--- config.mk ---
export PLATFORM = sky130hd
export DESIGN_NAME = decode_queue_flat
export DESIGN_NICKNAME = d
export VERILOG_FILES = /design/src/rtl/decode_queue_pkg.sv /design/src/rtl/decode_queue_if.sv /design/src/rtl/decode_queue_instr_decode.sv /design/src/rtl/decode_queue.sv /design/src/flat_wrapper.sv
export SDC_FILE = /design/constraint.sdc
export NUM_CORES = 1
export LEC_CHECK = 0
export CORE_MARGIN = 2
export CORE_UTILIZATION = 55
export DETAILED_ROUTE_END_ITERATION = 10
export PLACE_DENSITY = 0.78
export SYNTH_ARGS = -nofsm -noshare
export SYNTH_HDL_FRONTEND = slang
export SYNTH_SLANG_ARGS = --single-unit
export TNS_END_PERCENT = 100
--- constraint.sdc ---
create_clock -name clk -period 3.75 [get_ports clk]
set_input_delay 0.75 -clock clk [delete_from_list [all_inputs] [get_ports clk]]
set_output_delay 0.75 -clock clk [all_outputs]
set_load 0.005 [all_outputs]
--- src/rtl/decode_queue_pkg.sv ---
// decode_queue_pkg: shared types and encodings for the decode-stage queue.
//   ctrl_t  - 17-bit decoded control word, MSB to LSB:
//             regwrite, regdst, alusrc, branch, memwrite, memtoreg[1:0],
//             gprtohi, gprtolo, jump, jumpr, link, cp0write, syscall, brk,
//             eret, ri
//   OP_*/FN_*/RT_*/RS_* - MIPS opcode, funct, REGIMM rt and COP0 rs fields.
package decode_queue_pkg;

  localparam int CTRL_W = 17;

  typedef struct packed {
    logic       regwrite;
    logic       regdst;
    logic       alusrc;
    logic       branch;
    logic       memwrite;
    logic [1:0] memtoreg;
    logic       gprtohi;
    logic       gprtolo;
    logic       jump;
    logic       jumpr;
    logic       link;
    logic       cp0write;
    logic       syscall;
    logic       brk;
    logic       eret;
    logic       ri;
  } ctrl_t;

  // opcodes
  localparam logic [5:0] OP_RTYPE  = 6'b000000;
  localparam logic [5:0] OP_REGIMM = 6'b000001;
  localparam logic [5:0] OP_J      = 6'b000010;
  localparam logic [5:0] OP_JAL    = 6'b000011;
  localparam logic [5:0] OP_BEQ    = 6'b000100;
  localparam logic [5:0] OP_BNE    = 6'b000101;
  localparam logic [5:0] OP_BLEZ   = 6'b000110;
  localparam logic [5:0] OP_BGTZ   = 6'b000111;
  localparam logic [5:0] OP_ADDI   = 6'b001000;
  localparam logic [5:0] OP_ADDIU  = 6'b001001;
  localparam logic [5:0] OP_SLTI   = 6'b001010;
  localparam logic [5:0] OP_SLTIU  = 6'b001011;
  localparam logic [5:0] OP_ANDI   = 6'b001100;
  localparam logic [5:0] OP_ORI    = 6'b001101;
  localparam logic [5:0] OP_XORI   = 6'b001110;
  localparam logic [5:0] OP_LUI    = 6'b001111;
  localparam logic [5:0] OP_COP0   = 6'b010000;
  localparam logic [5:0] OP_LB     = 6'b100000;
  localparam logic [5:0] OP_LH     = 6'b100001;
  localparam logic [5:0] OP_LW     = 6'b100011;
  localparam logic [5:0] OP_LBU    = 6'b100100;
  localparam logic [5:0] OP_LHU    = 6'b100101;
  localparam logic [5:0] OP_SB     = 6'b101000;
  localparam logic [5:0] OP_SH     = 6'b101001;
  localparam logic [5:0] OP_SW     = 6'b101011;

  // R-type funct
  localparam logic [5:0] FN_SLL     = 6'b000000;
  localparam logic [5:0] FN_SRL     = 6'b000010;
  localparam logic [5:0] FN_SRA     = 6'b000011;
  localparam logic [5:0] FN_SLLV    = 6'b000100;
  localparam logic [5:0] FN_SRLV    = 6'b000110;
  localparam logic [5:0] FN_SRAV    = 6'b000111;
  localparam logic [5:0] FN_JR      = 6'b001000;
  localparam logic [5:0] FN_JALR    = 6'b001001;
  localparam logic [5:0] FN_SYSCALL = 6'b001100;
  localparam logic [5:0] FN_BREAK   = 6'b001101;
  localparam logic [5:0] FN_MFHI    = 6'b010000;
  localparam logic [5:0] FN_MTHI    = 6'b010001;
  localparam logic [5:0] FN_MFLO    = 6'b010010;
  localparam logic [5:0] FN_MTLO    = 6'b010011;
  localparam logic [5:0] FN_MULT    = 6'b011000;
  localparam logic [5:0] FN_MULTU   = 6'b011001;
  localparam logic [5:0] FN_DIV     = 6'b011010;
  localparam logic [5:0] FN_DIVU    = 6'b011011;
  localparam logic [5:0] FN_ADD     = 6'b100000;
  localparam logic [5:0] FN_ADDU    = 6'b100001;
  localparam logic [5:0] FN_SUB     = 6'b100010;
  localparam logic [5:0] FN_SUBU    = 6'b100011;
  localparam logic [5:0] FN_AND     = 6'b100100;
  localparam logic [5:0] FN_OR      = 6'b100101;
  localparam logic [5:0] FN_XOR     = 6'b100110;
  localparam logic [5:0] FN_NOR     = 6'b100111;
  localparam logic [5:0] FN_SLT     = 6'b101010;
  localparam logic [5:0] FN_SLTU    = 6'b101011;
  localparam logic [5:0] FN_ERET    = 6'b011000;

  // REGIMM rt
  localparam logic [4:0] RT_BLTZ   = 5'b00000;
  localparam logic [4:0] RT_BGEZ   = 5'b00001;
  localparam logic [4:0] RT_BLTZAL = 5'b10000;
  localparam logic [4:0] RT_BGEZAL = 5'b10001;

  // COP0 rs
  localparam logic [4:0] RS_MFC0 = 5'b00000;
  localparam logic [4:0] RS_MTC0 = 5'b00100;
  localparam logic [4:0] RS_CO   = 5'b10000;

endpackage

--- src/rtl/decode_queue_if.sv ---
// decode_queue_if: fetch-side push, execute-side pop and flush for the queue.
//   master - fetch/execute side: drives flush, in_valid/in_instr/in_pc,
//            out_ready; observes in_ready, out_*, count.
//   slave  - the queue itself.
interface decode_queue_if #(
  parameter int PC_W  = 32,
  parameter int CNT_W = 3
);
  import decode_queue_pkg::*;

  logic             flush;
  logic             in_valid;
  logic             in_ready;
  logic [31:0]      in_instr;
  logic [PC_W-1:0]  in_pc;
  logic             out_valid;
  logic             out_ready;
  logic [31:0]      out_instr;
  logic [PC_W-1:0]  out_pc;
  ctrl_t            out_ctrl;
  logic [CNT_W-1:0] count;

  modport master (
    output flush, in_valid, in_instr, in_pc, out_ready,
    input  in_ready, out_valid, out_instr, out_pc, out_ctrl, count
  );

  modport slave (
    input  flush, in_valid, in_instr, in_pc, out_ready,
    output in_ready, out_valid, out_instr, out_pc, out_ctrl, count
  );
endinterface

--- src/rtl/decode_queue_instr_decode.sv ---
// instr_decode: combinational MIPS main decoder, instr_i -> ctrl_o.
//   instr_i - 32-bit instruction word
//   ctrl_o  - control word; unknown encodings set only ri
//   ENABLE_CP0 - 0 makes every COP0 opcode reserved
module instr_decode
  import decode_queue_pkg::*;
#(
  parameter int ENABLE_CP0 = 1
) (
  input  logic [31:0] instr_i,
  output ctrl_t       ctrl_o
);

  logic [5:0] op, funct;
  logic [4:0] rs, rt;

  assign op    = instr_i[31:26];
  assign rs    = instr_i[25:21];
  assign rt    = instr_i[20:16];
  assign funct = instr_i[5:0];

  // ri is only ever set from branches that set nothing else
  always_comb begin
    ctrl_o = '0;
    case (op)
      OP_RTYPE: begin
        case (funct)
          FN_SLL, FN_SRL, FN_SRA, FN_SLLV, FN_SRLV, FN_SRAV,
          FN_ADD, FN_ADDU, FN_SUB, FN_SUBU, FN_AND, FN_OR,
          FN_XOR, FN_NOR, FN_SLT, FN_SLTU: begin
            ctrl_o.regwrite = 1'b1;
            ctrl_o.regdst   = 1'b1;
          end
          FN_MULT, FN_MULTU, FN_DIV, FN_DIVU: begin
            ctrl_o.gprtohi = 1'b1;
            ctrl_o.gprtolo = 1'b1;
          end
          FN_MFHI: begin
            ctrl_o.regwrite = 1'b1;
            ctrl_o.regdst   = 1'b1;
            ctrl_o.memtoreg = 2'b10;
          end
          FN_MFLO: begin
            ctrl_o.regwrite = 1'b1;
            ctrl_o.regdst   = 1'b1;
            ctrl_o.memtoreg = 2'b11;
          end
          FN_MTHI:    ctrl_o.gprtohi = 1'b1;
          FN_MTLO:    ctrl_o.gprtolo = 1'b1;
          FN_JR:      ctrl_o.jumpr   = 1'b1;
          FN_JALR: begin
            ctrl_o.regwrite = 1'b1;
            ctrl_o.regdst   = 1'b1;
            ctrl_o.jumpr    = 1'b1;
            ctrl_o.link     = 1'b1;
          end
          FN_SYSCALL: ctrl_o.syscall = 1'b1;
          FN_BREAK:   ctrl_o.brk     = 1'b1;
          default:    ctrl_o.ri      = 1'b1;
        endcase
      end
      OP_REGIMM: begin
        case (rt)
          RT_BLTZ, RT_BGEZ: ctrl_o.branch = 1'b1;
          RT_BLTZAL, RT_BGEZAL: begin
            ctrl_o.branch   = 1'b1;
            ctrl_o.regwrite = 1'b1;
            ctrl_o.link     = 1'b1;
          end
          default: ctrl_o.ri = 1'b1;
        endcase
      end
      OP_J: ctrl_o.jump = 1'b1;
      OP_JAL: begin
        ctrl_o.jump     = 1'b1;
        ctrl_o.regwrite = 1'b1;
        ctrl_o.link     = 1'b1;
      end
      OP_BEQ, OP_BNE, OP_BLEZ, OP_BGTZ: ctrl_o.branch = 1'b1;
      OP_ADDI, OP_ADDIU, OP_SLTI, OP_SLTIU,
      OP_ANDI, OP_ORI, OP_XORI, OP_LUI: begin
        ctrl_o.regwrite = 1'b1;
        ctrl_o.alusrc   = 1'b1;
      end
      OP_LB, OP_LBU, OP_LH, OP_LHU, OP_LW: begin
        ctrl_o.regwrite = 1'b1;
        ctrl_o.alusrc   = 1'b1;
        ctrl_o.memtoreg = 2'b01;
      end
      OP_SB, OP_SH, OP_SW: begin
        ctrl_o.alusrc   = 1'b1;
        ctrl_o.memwrite = 1'b1;
      end
      OP_COP0: begin
        if (ENABLE_CP0 != 0) begin
          if (rs == RS_MFC0)                          ctrl_o.regwrite = 1'b1;
          else if (rs == RS_MTC0)                     ctrl_o.cp0write = 1'b1;
          else if (rs == RS_CO && funct == FN_ERET)   ctrl_o.eret     = 1'b1;
          else                                        ctrl_o.ri       = 1'b1;
        end else begin
          ctrl_o.ri = 1'b1;
        end
      end
      default: ctrl_o.ri = 1'b1;
    endcase
  end

endmodule

--- src/rtl/decode_queue.sv ---
// decode_queue: DEPTH-entry instruction queue with a registered decode
// output stage between fetch and execute.
//   clk, rst - rising-edge clock, synchronous active-high reset
//   bus      - decode_queue_if.slave: flush, in_* push handshake,
//              out_* registered decoded output handshake, count occupancy
// The head entry is decoded combinationally and captured into the output
// registers on pop, so there is no path from in_* to out_*.
module decode_queue
  import decode_queue_pkg::*;
#(
  parameter int DEPTH      = 4,
  parameter int PC_W       = 32,
  parameter int ENABLE_CP0 = 1
) (
  input  logic           clk,
  input  logic           rst,
  decode_queue_if.slave  bus
);

  localparam int AW = $clog2(DEPTH);
  localparam int CW = AW + 1;

  logic [DEPTH-1:0][31:0]     instr_mem_q;
  logic [DEPTH-1:0][PC_W-1:0] pc_mem_q;

  logic [AW-1:0]   wptr_q, wptr_d, rptr_q, rptr_d;
  logic [CW-1:0]   count_q, count_d;
  logic            in_ready_q, in_ready_d;
  logic            out_valid_q, out_valid_d;
  logic [31:0]     out_instr_q, out_instr_d;
  logic [PC_W-1:0] out_pc_q, out_pc_d;
  ctrl_t           out_ctrl_q, out_ctrl_d;
  ctrl_t           head_ctrl;
  logic            push, pop;

  instr_decode #(.ENABLE_CP0(ENABLE_CP0)) u_dec (
    .instr_i (instr_mem_q[rptr_q]),
    .ctrl_o  (head_ctrl)
  );

  always_comb begin
    push = bus.in_valid && in_ready_q && !bus.flush;
    pop  = (count_q != '0) && (!out_valid_q || bus.out_ready) && !bus.flush;

    wptr_d      = wptr_q;
    rptr_d      = rptr_q;
    count_d     = count_q;
    out_valid_d = out_valid_q;
    out_instr_d = out_instr_q;
    out_pc_d    = out_pc_q;
    out_ctrl_d  = out_ctrl_q;

    // DEPTH is a power of two, so pointers wrap naturally
    if (push) wptr_d = wptr_q + AW'(1);
    if (pop)  rptr_d = rptr_q + AW'(1);

    case ({push, pop})
      2'b10:   count_d = count_q + CW'(1);
      2'b01:   count_d = count_q - CW'(1);
      default: count_d = count_q;
    endcase

    if (pop) begin
      out_valid_d = 1'b1;
      out_instr_d = instr_mem_q[rptr_q];
      out_pc_d    = pc_mem_q[rptr_q];
      out_ctrl_d  = head_ctrl;
    end else if (out_valid_q && bus.out_ready) begin
      out_valid_d = 1'b0;
    end

    if (bus.flush) begin
      wptr_d      = '0;
      rptr_d      = '0;
      count_d     = '0;
      out_valid_d = 1'b0;
      out_ctrl_d  = '0;
    end

    // registered ready: a pop while full only reopens the input next cycle
    in_ready_d = (count_d != CW'(DEPTH));
  end

  always_ff @(posedge clk) begin
    if (rst) begin
      wptr_q      <= '0;
      rptr_q      <= '0;
      count_q     <= '0;
      in_ready_q  <= 1'b1;
      out_valid_q <= 1'b0;
      out_instr_q <= '0;
      out_pc_q    <= '0;
      out_ctrl_q  <= '0;
    end else begin
      wptr_q      <= wptr_d;
      rptr_q      <= rptr_d;
      count_q     <= count_d;
      in_ready_q  <= in_ready_d;
      out_valid_q <= out_valid_d;
      out_instr_q <= out_instr_d;
      out_pc_q    <= out_pc_d;
      out_ctrl_q  <= out_ctrl_d;
    end
  end

  // storage needs no reset: entries are only read once count covers them
  always_ff @(posedge clk) begin
    if (push) begin
      instr_mem_q[wptr_q] <= bus.in_instr;
      pc_mem_q[wptr_q]    <= bus.in_pc;
    end
  end

  assign bus.in_ready  = in_ready_q;
  assign bus.out_valid = out_valid_q;
  assign bus.out_instr = out_instr_q;
  assign bus.out_pc    = out_pc_q;
  assign bus.out_ctrl  = out_ctrl_q;
  assign bus.count     = count_q;

endmodule

--- src/flat_wrapper.sv ---
// flat-port wrapper written by rule: the top's interface ports become plain ports
module decode_queue_flat import decode_queue_pkg::*;
#(
  parameter int DEPTH      = 4,
  parameter int PC_W       = 32,
  parameter int ENABLE_CP0 = 1
)
  (clk, rst, bus_flush, bus_in_valid, bus_in_instr, bus_in_pc, bus_out_ready, bus_in_ready, bus_out_valid, bus_out_instr, bus_out_pc, bus_out_ctrl, bus_count);
  decode_queue_if #(.PC_W(PC_W), .CNT_W(3)) bus_i ();
  input  logic clk;
  input  logic rst;
  input wire logic [$bits(bus_i.flush)-1:0] bus_flush;
  input wire logic [$bits(bus_i.in_valid)-1:0] bus_in_valid;
  input wire logic [$bits(bus_i.in_instr)-1:0] bus_in_instr;
  input wire logic [$bits(bus_i.in_pc)-1:0] bus_in_pc;
  input wire logic [$bits(bus_i.out_ready)-1:0] bus_out_ready;
  output wire logic [$bits(bus_i.in_ready)-1:0] bus_in_ready;
  output wire logic [$bits(bus_i.out_valid)-1:0] bus_out_valid;
  output wire logic [$bits(bus_i.out_instr)-1:0] bus_out_instr;
  output wire logic [$bits(bus_i.out_pc)-1:0] bus_out_pc;
  output wire logic [$bits(bus_i.out_ctrl)-1:0] bus_out_ctrl;
  output wire logic [$bits(bus_i.count)-1:0] bus_count;
  assign bus_i.flush = bus_flush;
  assign bus_i.in_valid = bus_in_valid;
  assign bus_i.in_instr = bus_in_instr;
  assign bus_i.in_pc = bus_in_pc;
  assign bus_i.out_ready = bus_out_ready;
  assign bus_in_ready = bus_i.in_ready;
  assign bus_out_valid = bus_i.out_valid;
  assign bus_out_instr = bus_i.out_instr;
  assign bus_out_pc = bus_i.out_pc;
  assign bus_out_ctrl = bus_i.out_ctrl;
  assign bus_count = bus_i.count;
  decode_queue #(.DEPTH(DEPTH), .PC_W(PC_W), .ENABLE_CP0(ENABLE_CP0)) u_core (.clk(clk), .rst(rst), .bus(bus_i));
endmodule
# == Word level (Yosys, flattened, before mapping) ==
# Index checks and enable logic that the tools add are counted.
# W data, S select, Z words.
# op_classes
n_addsub,4
magnitude_cmp,3
n_eq_ne,59
n_mux,45
n_reduce_logical,31
# op_table
op,n
$bwmux W128,2
$bmux W32 S2,2
$eq A6 B6 Y1 const B,18
$mux W32,3
$eq A6 B4 Y1 const B,12
$demux W32 S2,1
$eq A6 B5 Y1 const B,9
$eq A6 B3 Y1 const B,7
$reduce_or A28 Y1,1
$eq A6 B2 Y1 const B,4
$mux W1,24
$reduce_or A22 Y1,1
$reduce_or A19 Y1,1
$reduce_or A16 Y1,1
$eq A5 B5 Y1 const B,3
$reduce_or A5 Y1,3
$reduce_or A14 Y1,1
$logic_not A6 Y1,2
$logic_not A5 Y1,2
$mux W2,5
$pmux W1 S4,2
$pmux W2 S2,2
$reduce_or A2 Y1,4
$reduce_or A4 Y1,2
other kinds (21),30
# totals
register_bits,346
inputBits,69
output_inout_bits,86

# == Longest topological paths before layout ==
# depth
ltp_word,8
mapped_depth,12

# == Modules after synthesis ==
# From an unflattened synthesis, not the netlist that was laid out.
# hier_totals
cells_unflattened,850
area_unflattened_um2,13509.2
# by_module_without_submodules
module,n_inst,cells_per_inst,area_per_inst_um2
decode_queue,1,769,12949.9
instr_decode,1,81,559.3

# == Least setup slack after synthesis ==
# No wires, ideal clock.
# synth_path
path_kind,input to register
startpoint,input port bus_in_valid
endpoint,"register u_core.instr_mem_q[0] (netlist bit), enable pin"
setup_ps,429
arrival_ps,2550
required_time_ps,3321
slack_ps,771
cell_stages,3
n_path_buf,0
path_cell_list,nand2_1 -> nor2_1 -> and2_1
# synth_between
elab_chain_len,2
# synth_rtl
element,line,text
from (decl),flat_wrapper.sv:13,input wire logic [$bits(bus_i.in_valid)-1:0] bus_in_valid;
$logic_and A1 B1 Y1 (2 in series),decode_queue.sv:42,push = bus.in_valid && in_ready_q && !bus.flush;
"to (signal, indexed assignment)",decode_queue.sv:109,instr_mem_q[wptr_q] <= bus.in_instr;
to (decl),decode_queue.sv:23,logic [DEPTH-1:0][31:0] instr_mem_q;
# No other way between the ends.
# A chain may end at the register's enable or synchronous reset.

# == Worst setup path after layout ==
# layout_path
startpoint,register u_core.rptr_q[0]
endpoint,"register u_core.out_ctrl_q, in the netlist u_core.bus.out_ctrl[5]"
# layout_between
elab_chain_len,6
# layout_rtl
element,line,text
from (decl),decode_queue.sv:26,"logic [AW-1:0] wptr_q, wptr_d, rptr_q, rptr_d;"
from (signal assigned),decode_queue.sv:96,rptr_q <= rptr_d;
$bmux W32 S2 (*),decode_queue.sv:37,".instr_i (instr_mem_q[rptr_q]),"
$mux W32 (not written as such) (*),decode_queue.sv:37,
$eq A5 B5 Y1,decode_queue_instr_decode.sv:63,case (rt)
$reduce_or A2 Y1,decode_queue_instr_decode.sv:63,
$mux W1,decode_queue_instr_decode.sv:63,
$pmux W1 S3 (*),decode_queue_instr_decode.sv:25,case (op)
to (signal assigned),decode_queue.sv:102,out_ctrl_q <= out_ctrl_d;
to (decl),decode_queue.sv:32,"ctrl_t out_ctrl_q, out_ctrl_d;"
# Every way passes the cells marked *; elsewhere a longest branch is shown, timed or not. The select of a mux whose other input is x is not followed.

==> impl_metrics.ini <==
[cells_and_area]
n_fill_cell = 1498
drive_above_1_share = 0.142
stdcell_count = 1303
n_antenna_cell = 0
fin_nets = 1037
area_delta_synth_final_pct = 24.1

[clock_network]
cts_tree = yes
clock-sinks = 346
htreeDepth = 2
clk_pin_slew_worst_paths_ns = 0.06
cts_resized = 0
post_cts_buffers = 0
insertion_delay_ns = 0.51
cts_inserted_buffers = 36
clk_path_buf_depth = 3
holdBufCountCts = 0
cts_root_buffer = clkbuf_16

[critical_path]
end_kind = flip-flop
cp_data_arrival_time_ns = 3.31
cp-start-kind = flip-flop
slowest_stage = mux4_1
required_ns = 4.19
cp_slowest_stage_delay_ns = 0.76
path_max_fanout = 22
crit_chain = mux4_1 -> nor4_4 -> nand2_2 -> or3_1 -> or3b_1 -> a21oi_1
critical_path_class = flip-flop to flip-flop

[power]
p_switching_mw = 1.59
leakage_nw = 5.04
swShare = 0.199
comb_power_share = 0.046
ir_drop_v = 0.000362
power_frac_seq = 0.525
p_clk_frac = 0.429
internal-power_mw = 6.41
power_density_nw_per_um2 = 502

[yosys]
synth_cells = 801
synth_ff_type = edfxtp_1
netlist_area_sq_um = 12900
avgSynthCellArea_sq_um = 16.0
ys_types = 45
synth-edff-count = 256
async_reset_ff_frac = 0
synth_seq_cells = 346
synth_nets = 876
yosysWarnings = 0
yosysSeqAreaShare = 0.738

[die]
die_w_um = 157
dieArea_sq_um = 24600
die_h_um = 157
std_cell_rows = 55
io_pins = 155
core_area_sq_um = 22800
start_util = 0.564

[timing]
tightest_slew_ns = 0.862
setup_tns_ns = 0
fin_crit_ns = 2.87
clock_skew_ns = 0.0133
slew_violations = 0
setup_viol = 0
hold_viol = 0
post-route-period-util = 0.766
relSlewSlack = 0.426
fmax_mhz = 348
rsz0062_at_grt = false

[global_routing]
antenna_found_initial = 2
grt_pass1_wl_um = 40800
grt_max_degree = 77
gr-total-overflow = 0
grt_pass1_vias = 7515
grt_util_all_layers = 0.219

[run]
maxCapViolations = 0

[route]
drt-total-wl_um = 26200
first_pass_iters = 7
drc_errors = 0
drtIter0Drc = 476
ant_nets = 0
routed_via_density = 5.61
wl_per_cell_um = 20.1
vias = 7313

[place]
placed_cells = 1237
hpwlAfterDp_um = 15400
port_buffers = 154
gp_congestion = 0.806

[worst_hold_path]
hold_class = flip-flop to flip-flop

[status]
outcome = complete, no violations
==> critical path: cells and delay by family, from the launching register on <==
kind | cells | cell delay (ns)
and+or+nand+nor | 4 | 1.30
muxes | 1 | 0.76
DFF | 1 | 0.62
AOI/OAI and AO/OA | 1 | 0.14
==> flip-flops by register name, summed over array words and instances, names as in the netlist <==
| register | flops |
|---|---|
| u_core.bus.in_ready | 1 |
| u_core.bus.out_valid | 1 |
| u_core.instr_mem_q | 128 |
| u_core.bus.out_instr | 32 |
| u_core.bus.out_pc | 32 |
| u_core.bus.out_ctrl | 17 |
| u_core.wptr_q | 2 |
| u_core.rptr_q | 2 |
| u_core.bus.count | 3 |
| u_core.pc_mem_q | 128 |
==> cell families (layout without fill, tap and decap cells) <==
family	count (synthesis)	in the layout	share of synthesized area
mux	65	65	0.113
flops	346	346	0.738
simple gates	223	223	0.0777
compound gates	105	105	0.0442
buf+inv	50	239	0.0160
xor+xnor	6	6	0.00409
fa+ha+maj	6	6	0.00642
==> per-layer routing <==
metal / part of all wire / vias to the layer above / global-route usage
li1: - / 3361 / -
met1: 0.43 / 3677 / 0.304
met2: 0.50 / 233 / 0.365
met3: 0.058 / 40 / 0.0360
met4: 0.016 / 2 / 0.0585
met5: 0.00050 / - / 0
==> layout make-up <==
| class | instances | area, sq um | share of cell area |
|---|---|---|---|
| sequential | 346 | 9500 | 0.596 |
| multi-input combinational | 405 | 3180 | 0.199 |
| timing repair buffer | 166 | 1690 | 0.106 |
| clock buffer | 54 | 1070 | 0.0674 |
| tap | 313 | 392 | 0.0246 |
| clock inverter | 12 | 92.6 | 0.00581 |
| inverter | 7 | 26.3 | 0.00165 |
==> worst paths after layout <==
kind / slack, ns / endpoint / cells after the start / from
worst max-delay path: 0.88 / u_core.bus.out_ctrl[5] / 6 / u_core.rptr_q[0]
worst min register to register: 0.45 / u_core.bus.out_instr[15] / 2 / u_core.bus.out_instr[15]
worst min-delay path: 0.45 / u_core.bus.out_instr[15] / 2 / u_core.bus.out_instr[15]
worst max register to register: 0.88 / u_core.bus.out_ctrl[5] / 6 / u_core.rptr_q[0]
==> placed cells by master (no fill, tap or decap), types with 9 or more instances in the layout <==
cell type	n
edfxtp_1	256
clkdlybuf4s50_1	153
nand2_1	144
dfxtp_1	88
a21oi_1	81
mux4_2	62
clkbuf_16	39
nor2_1	25
nor2b_1	10
nor3_1	9
o21ai_0	9
clkbuf_1	9
==> power groups by stage <==
stage / registers, mW / logic [mW] / clock network, mW
final: 4.21 / 0.365 / 3.43
after global routing: 4.21 / 0.397 / 3.64
after CTS: 4.21 / 0.367 / 3.50
after detailed placement: 4.29 / 0.364 / 0
after floorplan: 4.28 / 0.167 / 0
after global placement: 4.28 / 0.357 / 0
==> cell usage after synthesis, types with 2 or more instances <==
library cell	instances	area [sq um]
mux4_1	2	52.6
o21ai_0	9	45.0
mux4_2	62	1400
dfxtp_1	90	1800
nor2b_1	10	62.6
buf_2	8	40.0
a22oi_1	2	15.0
xor2_1	2	17.5
xnor2_1	4	35.0
nand2_1	144	541
a21oi_1	81	405
inv_1	7	26.3
ha_1	5	62.6
or3_1	6	37.5
and2_1	5	31.3
nor2_1	25	93.8
nand4_1	3	18.8
a32oi_1	2	17.5
edfxtp_1	256	7690
nand3_1	2	10.0
or3b_1	2	17.5
nor4_1	2	12.5
o211ai_1	2	15.0
a31oi_1	4	25.0
nand4b_1	3	26.3
nand2b_1	4	25.0
nor3_1	9	45.0
buf_1	4	15.0
clkbuf_1	30	113
==> stage by stage <==
step                      area [sq um]  setup WS, ns  total power, mW  hold WS (ns)   util
final                            15900         0.876             8.01         0.452  0.700
after floorplan                  12900         0.771             4.45         0.448      -
after CTS                        15900         0.845             8.07         0.455  0.700
after detailed placement         14800         0.619             4.65         0.448  0.649
after global placement           14800         0.671             4.64         0.444  0.649
after global routing             15900         0.648             8.25         0.472  0.700
Power figures use the tool's default switching activity.
